<file path="src/rtl/speck_encrypt_iter.sv">
// SPECK block encryption, one round per clock.
// A start in IDLE/FINISHED loads the plaintext. Each RUN cycle then applies one
// round. After the last round the ciphertext is registered and done stays high
// until the next accepted start.
module speck_encrypt_iter #(
  parameter int W      = 32,
  parameter int ROUNDS = 27,
  parameter int ALPHA  = 8,
  parameter int BETA   = 3
) (
  input  logic                clk,
  input  logic                rst,
  input  logic                start,
  input  logic [W-1:0]        pt_x,
  input  logic [W-1:0]        pt_y,
  input  logic [W*ROUNDS-1:0] rk_flat,
  output logic [W-1:0]        ct_x,
  output logic [W-1:0]        ct_y,
  output logic                done,
  output logic                busy
);

  // The counter has to be able to hold ROUNDS. The key table is padded to a
  // power of two so the counter can index it at full width. Padding entries
  // are never selected while running.
  localparam int RW = $clog2(ROUNDS + 1);
  localparam int KN = 1 << RW;

  typedef enum logic [1:0] {
    IDLE     = 2'd0,
    RUN      = 2'd1,
    FINISHED = 2'd2
  } state_t;

  state_t          state_q, state_d;
  logic [W-1:0]    x_q, x_d;
  logic [W-1:0]    y_q, y_d;
  logic [RW-1:0]   round_q, round_d;
  logic [W-1:0]    ct_x_q, ct_x_d;
  logic [W-1:0]    ct_y_q, ct_y_d;
  logic            done_q, done_d;
  logic            busy_q, busy_d;

  logic [W-1:0]    rk_arr [KN];
  logic [W-1:0]    round_key;
  logic [W-1:0]    x_ror;
  logic [W-1:0]    y_rol;
  logic [W-1:0]    x_new;
  logic [W-1:0]    y_new;
  logic            last_round;
  logic            accept;

  // Unpack the flat key bus into a table indexed by the round counter.
  generate
    for (genvar gi = 0; gi < KN; gi++) begin : g_rk
      if (gi < ROUNDS) begin : g_used
        assign rk_arr[gi] = rk_flat[W*gi +: W];
      end else begin : g_pad
        assign rk_arr[gi] = '0;
      end
    end
  endgenerate

  // One SPECK round on the current state. The key is read live from rk_flat.
  // The addition wraps and its carry-out is dropped.
  always_comb begin
    round_key  = rk_arr[round_q];
    x_ror      = (x_q >> ALPHA) | (x_q << (W - ALPHA));
    y_rol      = (y_q << BETA) | (y_q >> (W - BETA));
    x_new      = (x_ror + y_q) ^ round_key;
    y_new      = y_rol ^ x_new;
    last_round = (round_q == RW'(ROUNDS - 1));
    accept     = start && (state_q != RUN);
  end

  // State register.
  always_ff @(posedge clk or posedge rst) begin
    if (rst) begin
      state_q <= IDLE;
    end else begin
      state_q <= state_d;
    end
  end

  // Next-state logic. start is only honoured when no operation is in flight.
  always_comb begin
    state_d = state_q;
    case (state_q)
      IDLE:     if (start) state_d = RUN;
      RUN:      if (last_round) state_d = FINISHED;
      FINISHED: if (start) state_d = RUN;
      default:  state_d = IDLE;
    endcase
  end

  // Datapath and output next values: load on accept, round while running,
  // and publish the result on the final round.
  always_comb begin
    x_d     = x_q;
    y_d     = y_q;
    round_d = round_q;
    ct_x_d  = ct_x_q;
    ct_y_d  = ct_y_q;
    done_d  = done_q;
    busy_d  = busy_q;
    if (accept) begin
      x_d     = pt_x;
      y_d     = pt_y;
      round_d = '0;
      done_d  = 1'b0;
      busy_d  = 1'b1;
    end else if (state_q == RUN) begin
      x_d     = x_new;
      y_d     = y_new;
      round_d = round_q + RW'(1);
      if (last_round) begin
        ct_x_d = x_new;
        ct_y_d = y_new;
        done_d = 1'b1;
        busy_d = 1'b0;
      end
    end
  end

  // Datapath and output registers. Reset clears everything, so a run that is
  // aborted leaves no partial result visible.
  always_ff @(posedge clk or posedge rst) begin
    if (rst) begin
      x_q     <= '0;
      y_q     <= '0;
      round_q <= '0;
      ct_x_q  <= '0;
      ct_y_q  <= '0;
      done_q  <= 1'b0;
      busy_q  <= 1'b0;
    end else begin
      x_q     <= x_d;
      y_q     <= y_d;
      round_q <= round_d;
      ct_x_q  <= ct_x_d;
      ct_y_q  <= ct_y_d;
      done_q  <= done_d;
      busy_q  <= busy_d;
    end
  end

  assign ct_x = ct_x_q;
  assign ct_y = ct_y_q;
  assign done = done_q;
  assign busy = busy_q;

endmodule

</file>
<file path="config.mk">
export PLATFORM = sky130hd
export DESIGN_NAME = speck_encrypt_iter
export DESIGN_NICKNAME = d
export VERILOG_FILES = /design/src/rtl/speck_encrypt_iter.sv
export SDC_FILE = /design/constraint.sdc
export NUM_CORES = 1
export LEC_CHECK = 0
export ABC_AREA = 1
export ABC_CLOCK_PERIOD_IN_PS = 6900
export CAP_MARGIN = 20
export CORE_AREA = 2 2 392 394
export DETAILED_ROUTE_END_ITERATION = 16
export DIE_AREA = 0 0 394 396
export GPL_ROUTABILITY_DRIVEN = 0
export PLACE_DENSITY = 0.32
export SYNTH_ARGS = -nofsm -noshare
export SYNTH_HDL_FRONTEND = slang
export SYNTH_SLANG_ARGS = --single-unit
</file>
<file path="constraint.sdc">
create_clock -name clk -period 6.9 [get_ports clk]
set_input_delay 2.07 -clock clk [delete_from_list [all_inputs] [get_ports clk]]
set_output_delay 2.07 -clock clk [all_outputs]
set_load 0.1 [all_outputs]
</file>
# Word-level counts from Yosys, hierarchy flattened
# Index checks and enable logic that the tools add are counted.
dict set report totals {
  regBits 137
  input_bits 931
  elab_cells 49
}
dict set report op_classes {
  n_addsub 2
  n_lt_le_gt_ge 1
  eq_ne 6
  muxes 18
  bitwise_logic 6
  n_reduce_logical 8
}
# cell n
set op_table {}
lappend op_table {{32-bit 2-to-1 mux} 6}
lappend op_table {{32-bit binary-select mux with 5-bit select} 1}
lappend op_table {{32-bit XOR} 2}
lappend op_table {{32-bit adder} 1}
lappend op_table {{24-bit by 32-bit OR with 32-bit output} 1}
lappend op_table {{32-bit by 3-bit OR with 32-bit output} 1}
lappend op_table {{5-bit 2-to-1 mux} 2}
lappend op_table {{6-bit >= comparator (second input constant)} 1}
lappend op_table {{1-bit 2-to-1 mux} 6}
lappend op_table {{5-bit inverter with 6-bit output} 1}
lappend op_table {{5-bit by 1-bit adder with 5-bit output (second input constant)} 1}
lappend op_table {{5-bit equality test (second input constant)} 1}
lappend op_table {{2-bit 2-to-1 mux} 2}
lappend op_table {{2-bit by 1-bit != test with 1-bit output (second input constant)} 2}
lappend op_table {{2-bit case mux with 2 select lines} 1}
lappend op_table {{2-bit AND reduction} 2}
lappend op_table {{2-bit nonzero test} 2}
lappend op_table {{3-bit AND reduction} 1}
lappend op_table {{2-bit by 1-bit equality test with 1-bit output (second input constant)} 1}
lappend op_table {{2-bit equality test (second input constant)} 1}
lappend op_table {{2-bit zero test} 1}
lappend op_table {{2-bit != test (second input constant)} 1}
lappend op_table {{2-bit OR reduction} 1}
lappend op_table {{1-bit logical AND} 1}
lappend op_table {{1-bit inverter} 1}

# Longest topological paths before layout
dict set report depth {
  depth_word 8
  mapped_depth 19
  mapped_depth_nobuf 18
}

# Worst setup path before layout
# OpenSTA, ideal clock, no wires.
dict set report synth_timing {
  path_kind {input to register}
  from {input port rk_flat[500]}
  to {register ct_y_q[20], in the netlist ct_y[20]}
  setup_time_ps 120
  t_arrival_ps 3047
  required_ps 6780
  setup_slack_ps 3733
  stages 13
  path_buffers 0
  cell_sequence {or2_2 nand3_1 nand2_1 nand2_1 inv_1 nand2_1 nand2_1 nand2_1 inv_2 nand2_1 nand3_1 nand3_1 nand2_1}
}
dict set report synth_between {
  elab_chain_len 5
}
# element line_no
set synth_rtl {}
lappend synth_rtl {{start: declaration} 16} ;# input logic [W*ROUNDS-1:0] rk_flat,
lappend synth_rtl {{32-bit binary-select mux with 5-bit select} 67} ;# round_key = rk_arr[round_q];
lappend synth_rtl {{32-bit 2-to-1 mux (not written as such) (2 in a row)} 67}
lappend synth_rtl {{32-bit XOR} 70} ;# x_new = (x_ror + y_q) ^ round_key;
lappend synth_rtl {{32-bit XOR} 71} ;# y_new = y_rol ^ x_new;
lappend synth_rtl {{end signal: assignment} 141} ;# ct_y_q <= ct_y_d;
lappend synth_rtl {{end: declaration} 40} ;# logic [W-1:0] ct_y_q, ct_y_d;
# No other way between the ends. The select of a mux whose other input is x is not followed.
# A chain may end at the register's enable or synchronous reset.

# Worst setup path in the final report
dict set report layout_timing {
  from {register round_q[1]}
  to {register y_q[21]}
}
dict set report layout_between {
  elab_chain_len 8
}
# element line_no
set layout_rtl {}
lappend layout_rtl {{start: declaration} 38} ;# logic [RW-1:0] round_q, round_d;
lappend layout_rtl {{start signal: assignment} 139} ;# round_q <= round_d;
lappend layout_rtl {{5-bit inverter with 6-bit output (not written as such)} 67}
lappend layout_rtl {{32-bit binary-select mux with 5-bit select} 67}
lappend layout_rtl {{32-bit 2-to-1 mux (not written as such) (2 in a row)} 67}
lappend layout_rtl {{32-bit XOR} 70}
lappend layout_rtl {{32-bit XOR} 71}
lappend layout_rtl {{32-bit 2-to-1 mux} 112} ;# end else if (state_q == RUN) begin
lappend layout_rtl {{32-bit 2-to-1 mux} 106} ;# if (accept) begin
lappend layout_rtl {{end signal: assignment} 138} ;# y_q <= y_d;
lappend layout_rtl {{end: declaration} 37} ;# logic [W-1:0] y_q, y_d;
# No other way between the ends. The select of a mux whose other input is x is not followed.

==> flow_summary.ini <==
[layout]
final_area_sq_um = 30200
final_net_count = 5104
syn2layout_area_growth_pct = 72.5
drive_gt1_share_pct = 2.89

[drt]
drt_pass1_iterations = 5
wl_mm = 177
wl_per_cell_microns = 28.5
wl_met3_mm = 15.1
final_antenna_net_count = 0
top_layer = met5
drcViolationCount = 0
vias_per_cell = 4.16
vias = 25800
drt-met1-wl_mm = 74.1
drt-initial-drc-count = 1937
dr_wl_met2_mm = 83.2

[worst_setup_path]
cp.arrival_ps = 5000
crit_required_ps = 7290
path_class = reg2reg
startpoint_type = flip-flop
r2r_cells = 14
crit_fanout = 79
critPathCaptureType = flip-flop

[timing]
finalMaxSlewViolations = 0
hold_viol = 0
rsz0062_at_grt = no
min_period_ps = 4610
slew_headroom_pct = 22.0
fin_skew_ps = 27.5
worstMarginPinSlew_ps = 1160
finalSetupViolCount = 0
period_share_pct = 66.8
tns_ps = 0
fmax_mhz = 217

[clock_tree]
hold_buffers = 0
htree_num_levels = 4
postCtsSetupBuffers = 0
clk_pin_slew_ps = 80
cts_sinks = 137
post_cts_resized = 0
cts_tree = yes
clk_latency_ps = 480
cts_buffers = 17
ctsRootBufferMaster = clkbuf_16
clockBufferDepth = 2

[floorplan]
start_util_pct = 11.5
ioPinCount = 997
rows = 143
die-width_microns = 394
core_region_area_sq_um = 152000
die_area_sq_um = 156000
die_h_microns = 396

[yosys]
syn_nets = 4243
synth_common_cells = 1,383 x nand2_1, 512 x nand3_1, 303 x inv_1
seq_area_frac_synth_pct = 19.6
ys_types = 37
synth-seq-cells = 137
synth_top_cells_by_area = nand2_1 30%, dfrtp_1 20%, nand3_1 15%
synth_cells = 3278
synth_edf_count = 0
yosysWarnings = 0
netlist_area_sq_um = 17500
synth-async-reset-ratio_pct = 100
yosysTopAreaCell = nand2_1
syn_avg_cell_area_sq_um = 5.33
synth_top_cell_area_share_pct = 29.7
yosysMostFrequentCell = nand2_1
synth_flop_cell = dfrtp_1

[hold_path]
hp-class = reg2reg
whs_path_depth = 1

[placed_design]
portBuffers = 996
dp_hpwl_mm = 148
place_area_sq_um = 29500

[global_routing]
antenna_found_initial = 108
track_usage_pct = 21.9
grt_pass1_vias = 26000
grt_overflow = 0
grt_pass1_wl_mm = 234
grt_max_degree = 141

[power_and_ir_drop]
power_mw = 16.0
vdd_ir_drop_max_v = 0.000249
leakage_nw = 13.4
p_per_area_nw_per_um2 = 532

[outcome]
status = finished, final reports clean

[job]
maxCapViolCount = 0
-- path summary, 6_finish.rpt --
check,endpoint,slack (ps),start
setup reg to reg,y_q[21],2290,round_q[1]
min in group asynchronous,ct_y[24],2060,rst
hold / removal,state_q[0],480,state_q[0]
max in group asynchronous,round_q[0],3960,rst
setup / recovery,y_q[21],2290,round_q[1]
hold reg to reg,state_q[0],480,state_q[0]
-- sequential cells by signal, indices dropped and copies added (netlist names) --
name,flops
x_q,32
round_q,5
y_q,32
ct_x,32
state_q,2
ct_y,32
done,1
busy,1
-- metal layers --
layer	vias to the layer above	track usage (%)
met1	12300	26.7
met2	996	37.3
li1	12300	-
met3	201	7.38
met4	76	4.34
met5	-	0
-- cell type report --
cell class | count | area [sq um]
sequential | 137 | 3440
fill | 17700 | 121000
timing repair buffer | 1033 | 10300
inverter | 314 | 1210
clock inverter | 11 | 194
multi-input combinational | 2636 | 12000
tap | 2030 | 2540
clock buffer | 21 | 460
antenna | 25 | 62.6
-- critical path, cell delays in order, from the launching register on --
cell and delay (ps):
dfrtp_2 810, buf_4 520, nand2_8 470, buf_4 470, o21ai_0 540, nor2_1 100
nand2_1 80, nand3_1 200, nand2_1 180, nand2_1 60, nand2_1 360, nand2_1 140
nand3_1 130, nand3_1 120, nand2_1 100
-- power breakdown --
group          internal [mW]  switching, mW
registers               1.22          0.477
clock network          0.662          0.416
logic                   3.62           9.65
-- cell families after synthesis --
kind of cell             Yosys count  synth area share [%]
flip-flops                       137                  19.6
adder cells (fa/ha/maj)           34                  2.48
buffers and inverters            505                  12.3
AND/OR/NAND/NOR                 2256                  53.5
AO/OA/AOI/OAI                    326                  11.1
XOR/XNOR                          20                  1.00
-- per-stage QoR --
step                      instances  hold WS (ps)  utilization, %  setup WS (ps)
after floorplan                3278           436               -           1160
after global placement         6149           462            19.4           2000
after detailed placement       6150           465            19.4           1990
after CTS                      6182           474            19.9           2180
after global routing           6193           493            19.9           2030
final                          6207           478            19.9           2290
-- cells in the final DEF (no fill, tap or decap), drive strengths merged, types with 14 or more instances in the layout --
master / count
nand2: 1384
clkdlybuf4s50: 990
nand3: 512
inv: 314
nor2: 266
o21ai: 159
dfrtp: 137
a21oi: 60
or2: 53
o221ai: 52
buf: 43
o211ai: 35
ha: 33
nand4: 31
diode: 25
clkbuf: 21
a31oi: 14
No activity file was read; power rests on OpenSTA's default activity.
